===== src/rtl/register_init_pipe.sv =====
// DEPTH-stage, WIDTH-bit pipeline register with per-stage valid tags, an INIT idle value,
// clock enable, flush and a live count of valid stages.
module register_init_pipe #(
  parameter int               WIDTH = 16,
  parameter int               DEPTH = 4,
  parameter logic [WIDTH-1:0] INIT  = 16'b1111111011011100,
  localparam int              FW    = $clog2(DEPTH + 1)
) (
  input  logic             C,
  input  logic             R,
  input  logic             CE,
  input  logic [WIDTH-1:0] D,
  input  logic             DV,
  input  logic             FLUSH,
  output logic [WIDTH-1:0] Q,
  output logic             QV,
  output logic [FW-1:0]    FILL
);

  // Declaration initialisers give the power-up state without needing a reset pulse.
  logic [DEPTH-1:0][WIDTH-1:0] data_q = {DEPTH{INIT}};
  logic [DEPTH-1:0][WIDTH-1:0] data_d;
  logic [DEPTH-1:0]            vld_q  = '0;
  logic [DEPTH-1:0]            vld_d;
  logic [FW-1:0]               fill_q = '0;
  logic [FW-1:0]               fill_d;

  // Reset is handled in the register process; this block covers FLUSH > CE > hold.
  always_comb begin
    // NOTE: every output of this block gets a default first, so no path leaves it unassigned and no latch is inferred.
    data_d = data_q;
    vld_d  = vld_q;
    fill_d = fill_q;
    if (FLUSH) begin
      vld_d  = '0;
      fill_d = '0;
      if (CE) begin
        data_d[0] = D;
        for (int i = 1; i < DEPTH; i++) data_d[i] = data_q[i-1];
      end
    end else if (CE) begin
      data_d[0] = D;
      vld_d[0]  = DV;
      for (int i = 1; i < DEPTH; i++) begin
        data_d[i] = data_q[i-1];
        vld_d[i]  = vld_q[i-1];
      end
      // Entry and exit in the same cycle cancel out, so the count stays within 0..DEPTH.
      case ({DV, vld_q[DEPTH-1]})
        2'b10:   fill_d = fill_q + FW'(1);
        2'b01:   fill_d = fill_q - FW'(1);
        default: fill_d = fill_q;
      endcase
    end
  end

  always_ff @(posedge C) begin
    // NOTE: the data stages are discrete flops, not RAM, so resetting every one of them to INIT is legitimate.
    if (R) begin
      data_q <= {DEPTH{INIT}};
      vld_q  <= '0;
      fill_q <= '0;
    end else begin
      // NOTE: state registers use non-blocking assignments so every stage samples its pre-edge neighbour.
      data_q <= data_d;
      vld_q  <= vld_d;
      fill_q <= fill_d;
    end
  end

  assign Q    = data_q[DEPTH-1];
  assign QV   = vld_q[DEPTH-1];
  assign FILL = fill_q;

endmodule


===== config.mk =====
export PLATFORM = sky130hd
export DESIGN_NAME = register_init_pipe
export DESIGN_NICKNAME = d
export VERILOG_FILES = /design/src/rtl/register_init_pipe.sv
export SDC_FILE = /design/constraint.sdc
export NUM_CORES = 1
export LEC_CHECK = 0
export CORE_UTILIZATION = 54
export CTS_CLUSTER_DIAMETER = 60
export CTS_CLUSTER_SIZE = 20
export DETAILED_ROUTE_END_ITERATION = 10
export PLACE_DENSITY = 0.75
export SYNTH_ARGS = -nofsm -noshare
export SYNTH_HDL_FRONTEND = slang
export SYNTH_SLANG_ARGS = --single-unit

===== constraint.sdc =====
create_clock -name C -period 4.08 [get_ports C]
set_input_delay 0.816 -clock C [delete_from_list [all_inputs] [get_ports C]]
set_output_delay 0.816 -clock C [all_outputs]
set_load 0.03 [all_outputs]

# After elaboration in Yosys (flattened, before gate mapping)
# Cells that the tools add are included.
# word_totals
input_bits,21
word_cells,14
output_inout_bits,20
register_bits,71
# op_classes
eq_ne,2
add_sub_neg,2
reduce_logical,3
muxes,1
# ops
operator,n
$pmux W3 S2,1
$add A3 B1 Y3 const B,1
$sub A3 B1 Y3 const B,1
$eq A2 B1 Y1 const B,1
$eq A2 B2 Y1 const B,1
$reduce_and A2 Y1,1
$reduce_bool A2 Y1,1
$reduce_or A2 Y1,1

# Depth between registers and ports, before layout
# Gate-level depths: netlist of the first run.
# logic_depth
word_depth,3
depth_mapped,6
mapped_depth_nobuf,6

# Worst setup path before layout of the first run
# Ideal clock, no wire load.
# synth_timing
path_type,input -> register
from,in DV
to,"reg fill_q[2], in the netlist FILL[2]"
n_path_buf,0
t_required_ns,3.964
setup_ns,0.116
setup_slack_ns,2.066
cell_stages,6
t_arrival_ns,1.899
path_cell_list,inv_1 ha_1 fa_1 xor2_1 a211oi_2 a31o_1
# synth_between
elab_chain_cells,3
word_cells_on_any_way,5
classes_between,2 x eq/ne; 1 x mux; 2 x reduce/logical
# synth_lines
item,line_no,text
start: declaration,13,"input logic DV,"
$eq A2 B1 Y1 / $eq A2 B2 Y1 (equally long branches),49,"case ({DV, vld_q[DEPTH-1]})"
$reduce_bool A2 Y1 (no line),-,
$reduce_and A2 Y1 (no line),-,
end signal: assignment,67,fill_q <= fill_d;
end: declaration,25,logic [FW-1:0] fill_q = '0;
# Parallel ways exist; a longest one is shown, timed or not.
# A chain may end at the register's enable or synchronous reset.

# Worst setup path after layout of the first run
# Ends and elaborated chain as after synthesis.

==> impl_metrics.json, run 1 <==
{
  "ant_nets": 0,
  "cts_inserted_buffers": 9,
  "crit_fanout": 2,
  "outcome": "completed",
  "syn_avg_cell_area_um2": 10.96,
  "synth_area_leader_cell": "dfxtp_1",
  "holdBufCountCts": 0,
  "min-delay-start": "data_q[15]",
  "crit_path_start": "DV",
  "path_class": "input port to flip-flop",
  "post_cts_resized": 0,
  "dp_hpwl_um": 2418,
  "grt_pass1_vias": 1490,
  "grt_setup_unrepaired": "false",
  "fin_util_pct": 65.13,
  "path_buf_inv": 2,
  "grt_usage_pct": 15.71,
  "root_buffer": "clkbuf_8",
  "cts_buffer_depth": 2,
  "synth_seq_area_share_pct": 50.29,
  "drv_cap": 0,
  "power.leakage_uw": 0.001287,
  "cp_slowest_cell": "clkdlybuf4s50_1",
  "htreeDepth": 3,
  "grt_max_degree": 67,
  "synth_nets": 281,
  "fin_crit_sh_pct": 55.14,
  "io_buffers": 40,
  "clkLatencyLatePin_ps": 320,
  "ys.warnings.count": 0,
  "grt_pass1_wl_um": 6458,
  "synthesis.area_mm2": 0.002826,
  "fmax_mhz": 444.5,
  "core_mm2": 0.004880,
  "antenna_found_initial": 0,
  "hold_end": "data_q[31]",
  "wl_per_cell_um": 11.39,
  "cp-start-kind": "input port",
  "die_area_mm2": 0.005527,
  "fin_crit_ps": 2250,
  "cts_tree": "built",
  "syn2layout_area_growth_pct": 12.44,
  "firstDrtPassIters": 4,
  "path_delay_family": "adder cells",
  "setup_viol": 0,
  "dr.first_iter.drc_count": 111,
  "fin_tns_setup_ps": 0,
  "via_per_inst": 4.875,
  "crit_required_ps": 4300,
  "drive_gt1_share_pct": 6.475,
  "skew_ps": 6.858,
  "reg2reg_from": "vld_q[3]",
  "r2r-end": "FILL[2]",
  "die_h_um": 74.35,
  "start_util_pct": 57.92,
  "vias": 1682,
  "nets": 298,
  "hp-class": "flip-flop to flip-flop",
  "slew_violations": 0,
  "rows": 25,
  "path_clk_slew_ps": 60,
  "gp_congestion": 0.6496,
  "power_density_mw_per_mm2": 416.4,
  "tightest_slew_ps": 753.2,
  "vdd_ir_drop_max_uv": 307.7,
  "slowest_delay_ps": 480,
  "hold_violations": 0,
  "cp.arrival_ps": 2470,
  "reg2regPathDepth": 5,
  "slew_headroom_pct": 49.78,
  "grt-ovfl-total": 0,
  "die_x_um": 74.35,
  "synthDistinctLibCells": 20,
  "io_pins": 41,
  "antenna_cells": 0,
  "r2r_setup_slack_ps": 2540,
  "cp.depth": 7,
  "cts_sinks": 71,
  "synth.area.top_cells": "dfxtp_1 (50%), a211o_1 (15%), nor2b_1 (11%), mux2i_1 (7.4%), buf_4 (4.2%)",
  "crit_chain": "clkdlybuf4s50_1 > inv_1 > ha_1 > fa_1 > xor2_1 > a211oi_2 > a31o_1",
  "route.detailed.drc": 0,
  "num-fill-cells": 422,
  "drt-total-wl_um": 3930,
  "hold_depth": 1,
  "post-cts-setup-buffers": 0,
  "synth_seq_cells": 71,
  "synth_top_area_share_pct": 50.29,
  "critPathCaptureType": "flip-flop",
  "synthCells": 258
}
per-stage QoR:
step	instance area, µm²	worst slack (ps)	total power [µW]	instances	hold WS [ps]
after floorplan	2826	2066	882.6	258	427.4
after global placement	3033	1530	904.6	331	434.3
after detailed placement	3033	1494	908.3	331	438.5
after CTS	3178	1803	1346	345	457.3
after global routing	3178	1746	1391	345	462.4
final	3178	1830	1323	345	452.8
power breakdown:
part | switching, µW | internal [µW] | leakage, µW
sequential | 16.4 | 730 | 0.000586
combinational | 69.0 | 76.5 | 0.000625
clock | 219 | 212 | 0.0000761
cells in the mapped netlist, drive strengths merged:
master / number
ha: 1
inv: 2
xnor2: 1
a211o: 48
nor2: 23
fa: 1
clkbuf: 1
and2b: 1
a31o: 1
or2: 1
mux2i: 21
nor2b: 48
dfxtp: 71
xor2: 1
buf: 36
a211oi: 1
cell families (layout without fill, tap and decap cells):
family / count (synthesis) / in the layout / synth area share, %
adders and majority gates: 2 / 2 / 1.151
and+or+nand+nor: 73 / 73 / 14.25
buffers and inverters: 39 / 59 / 10.62
DFF: 71 / 71 / 50.29
xor gates and xnor gates: 2 / 2 / 0.6199
muxes: 21 / 21 / 7.437
AOI/OAI and AO/OA: 50 / 50 / 15.63
placed cells by master, fill, tap and decap left out:
| master | count |
|---|---|
| a211o_1 | 48 |
| a211oi_2 | 1 |
| a31o_1 | 1 |
| and2b_4 | 1 |
| buf_2 | 1 |
| buf_4 | 4 |
| clkbuf_1 | 3 |
| clkbuf_8 | 9 |
| clkdlybuf4s50_1 | 38 |
| clkinv_2 | 2 |
| dfxtp_1 | 71 |
| fa_1 | 1 |
| ha_1 | 1 |
| inv_1 | 2 |
| mux2i_1 | 21 |
| nor2_1 | 23 |
| nor2b_1 | 48 |
| or2_1 | 1 |
| xnor2_1 | 1 |
| xor2_1 | 1 |
cell type report:
class	count	area, µm²	area share (%)
sequential	71	1421	44.72
multi-input combinational	148	1105	34.76
tap	67	83.83	2.638
timing repair buffer	43	415.4	13.07
clock inverter	2	10.01	0.3150
inverter	2	7.507	0.2362
clock buffer	12	135.1	4.252
worst max-delay path by stage:
stage                    to  slack (ps)
global route        FILL[2]        1750
detailed placement  FILL[2]        1490
CTS                 FILL[0]        1800
floorplan           FILL[2]        2070
finish              FILL[2]        1830
global placement    FILL[2]        1530
layer usage:
metal | vias to the layer above | share of wire, % | GRT usage (%)
met1 | 750 | 50 | 20.10
met5 | - | 0 | 0
met3 | 6 | 3.2 | 4.743
li1 | 901 | - | -
met4 | 0 | 1.3 | 9.434
met2 | 25 | 46 | 23.43
state kept, by name, summed over array words and instances (netlist names):
register and cells:
data_q 48, Q 16, vld_q 4, FILL 3
Note: power is estimated with default switching activity, not from simulation.
==> inputs of run 2 (changes only) <==
--- a/config.mk
+++ b/config.mk
@@ -5,11 +5,11 @@
 export SDC_FILE = /design/constraint.sdc
 export NUM_CORES = 1
 export LEC_CHECK = 0
-export CORE_UTILIZATION = 54
+export CORE_UTILIZATION = 53
 export CTS_CLUSTER_DIAMETER = 60
 export CTS_CLUSTER_SIZE = 20
 export DETAILED_ROUTE_END_ITERATION = 10
-export PLACE_DENSITY = 0.75
+export PLACE_DENSITY = 0.74
 export SYNTH_ARGS = -nofsm -noshare
 export SYNTH_HDL_FRONTEND = slang
 export SYNTH_SLANG_ARGS = --single-unit
==> constraint.sdc (replaced) <==
create_clock -name C -period 2.3 [get_ports C]
set_input_delay 0.46 -clock C [delete_from_list [all_inputs] [get_ports C]]
set_output_delay 0.46 -clock C [all_outputs]
set_load 0.03 [all_outputs]
==> impl_metrics.json, run 2 (same netlist as run 1, synthesis figures left out) <==
{
  "regMostFlops": "data_q",
  "die_x_um": 75.03,
  "path_class": "input port to flip-flop",
  "placed_area_mm2": 0.003069,
  "drt-total-wl_um": 3909,
  "grt_setup_unrepaired": "false",
  "place_ws_ps": 69.70,
  "power.leakage_uw": 0.001330,
  "antenna_cells": 0,
  "largest_reg_flops": 48,
  "setup_ws_ps": 399.2,
  "ant_nets": 0,
  "drv_cap": 0,
  "finalNonFillerCells": 350,
  "post-cts-setup-buffers": 0,
  "cp_slowest_cell": "clkdlybuf4s50_1",
  "slew_violations": 0,
  "power_density_mw_per_mm2": 781.1,
  "grt-ovfl-total": 0,
  "crit_required_ps": 2520,
  "cp.arrival_ps": 2120,
  "firstDrtPassIters": 4,
  "fmax_mhz": 526.1,
  "clkLatencyLatePin_ps": 330,
  "dp_hpwl_um": 2265,
  "antenna_found_initial": 0,
  "crit_chain": "clkdlybuf4s50_1 > inv_1 > ha_1 > fa_1 > xor2_1 > a211oi_2 > a31o_1",
  "gp_congestion": 0.6177,
  "hp-class": "flip-flop to flip-flop",
  "power_uw": 2551,
  "path_clk_slew_ps": 70,
  "syn2layout_area_growth_pct": 15.54,
  "setup_viol": 0,
  "io_pins": 41,
  "grt_usage_pct": 15.53,
  "layout_common_cells": "dfxtp_1 (71), nor2b_1 (48), a211o_1 (48)",
  "crit_fanout": 2,
  "cts_tree": "built",
  "critPathCaptureType": "flip-flop",
  "tightest_slew_ps": 463.4,
  "grt_pass1_wl_um": 6561,
  "cp-start-kind": "input port",
  "dp.cells": 335,
  "core_mm2": 0.005107,
  "grt_pass1_vias": 1498,
  "slowest_delay_ps": 480,
  "cts_inserted_buffers": 9,
  "post_cts_resized": 0,
  "holdBufCountCts": 0,
  "fin_crit_ps": 1901,
  "via_per_inst": 4.891,
  "htreeDepth": 3,
  "fin_crit_sh_pct": 82.64,
  "drive_gt1_share_pct": 8.214,
  "grt_max_degree": 60,
  "io_buffers": 40,
  "final_common_cell": "dfxtp_1",
  "wl_per_cell_um": 11.17,
  "die_area_mm2": 0.005629,
  "slew_headroom_pct": 69.11,
  "die_h_um": 75.03,
  "outcome": "completed",
  "route.detailed.drc": 0,
  "cts_buffer_depth": 2,
  "vdd_ir_drop_max_uv": 413.3,
  "dr.first_iter.drc_count": 94,
  "fin_tns_setup_ps": 0,
  "root_buffer": "clkbuf_8",
  "nets": 299,
  "hold_violations": 0,
  "start_util_pct": 55.34,
  "vias": 1712,
  "cts_sinks": 71,
  "fin_area_mm2": 0.003266,
  "skew_ps": 7.139,
  "rows": 26
}
==> run 2: changes by cell type in the layout (fill, tap and decap cells not counted) <==
cell       delta
clkinv_2      +1
buf_4         -1
buf_12        +2
clkbuf_8      +2
bufinv_16     +1
clkbuf_1      -3
==> run 2: area by class of cell <==
cell class | instances | area, µm²
clock buffers | 11 | 151.4
fillers | 461 | 1842
clock inverters | 4 | 45.04
flip-flops and latches | 71 | 1421
multi-input cells | 148 | 1105
well taps | 70 | 87.58
inverters | 2 | 7.507
repair buffers | 44 | 447.9
==> run 2: per-layer routing <==
metal | vias up | share of wire, % | GRT usage (%)
met5 | - | 0 | 0
met1 | 774 | 53 | 20.51
li1 | 903 | - | -
met4 | 0 | 1.4 | 8.176
met2 | 29 | 40 | 22.62
met3 | 6 | 5.0 | 5.087
==> run 2: where the power goes <==
group | leakage [µW] | total (µW) | switching, µW | internal [µW]
combinational | 0.000639 | 265 | 124 | 141
clock | 0.000105 | 962 | 413 | 548
sequential | 0.000586 | 1320 | 28.7 | 1300
==> run 2: worst max-delay path: cells and delay by family <==
| family | cells | cell delay, ps |
|---|---|---|
| AOI/OAI and AO/OA | 2 | 290 |
| buffers and inverters | 2 | 530 |
| xor gates and xnor gates | 1 | 240 |
| adders and majority gates | 2 | 600 |
==> run 2: final timing paths <==
check	startpoint	end	slack, ps	cells after the start
setup / recovery	DV	FILL[2]	400	7
hold / removal	data_q[28]	data_q[44]	450	1
setup reg to reg	vld_q[3]	FILL[2]	740	5
hold reg to reg	data_q[28]	data_q[44]	450	1
==> run 2: metrics by stage <==
step                utilization (%)  hold WS (ps)
detailed placement            60.09         440.8
global route                  63.94         454.8
floorplan                         -         427.4
finish                        63.94         452.6
CTS                           63.94         441.1
global placement              60.09         434.8
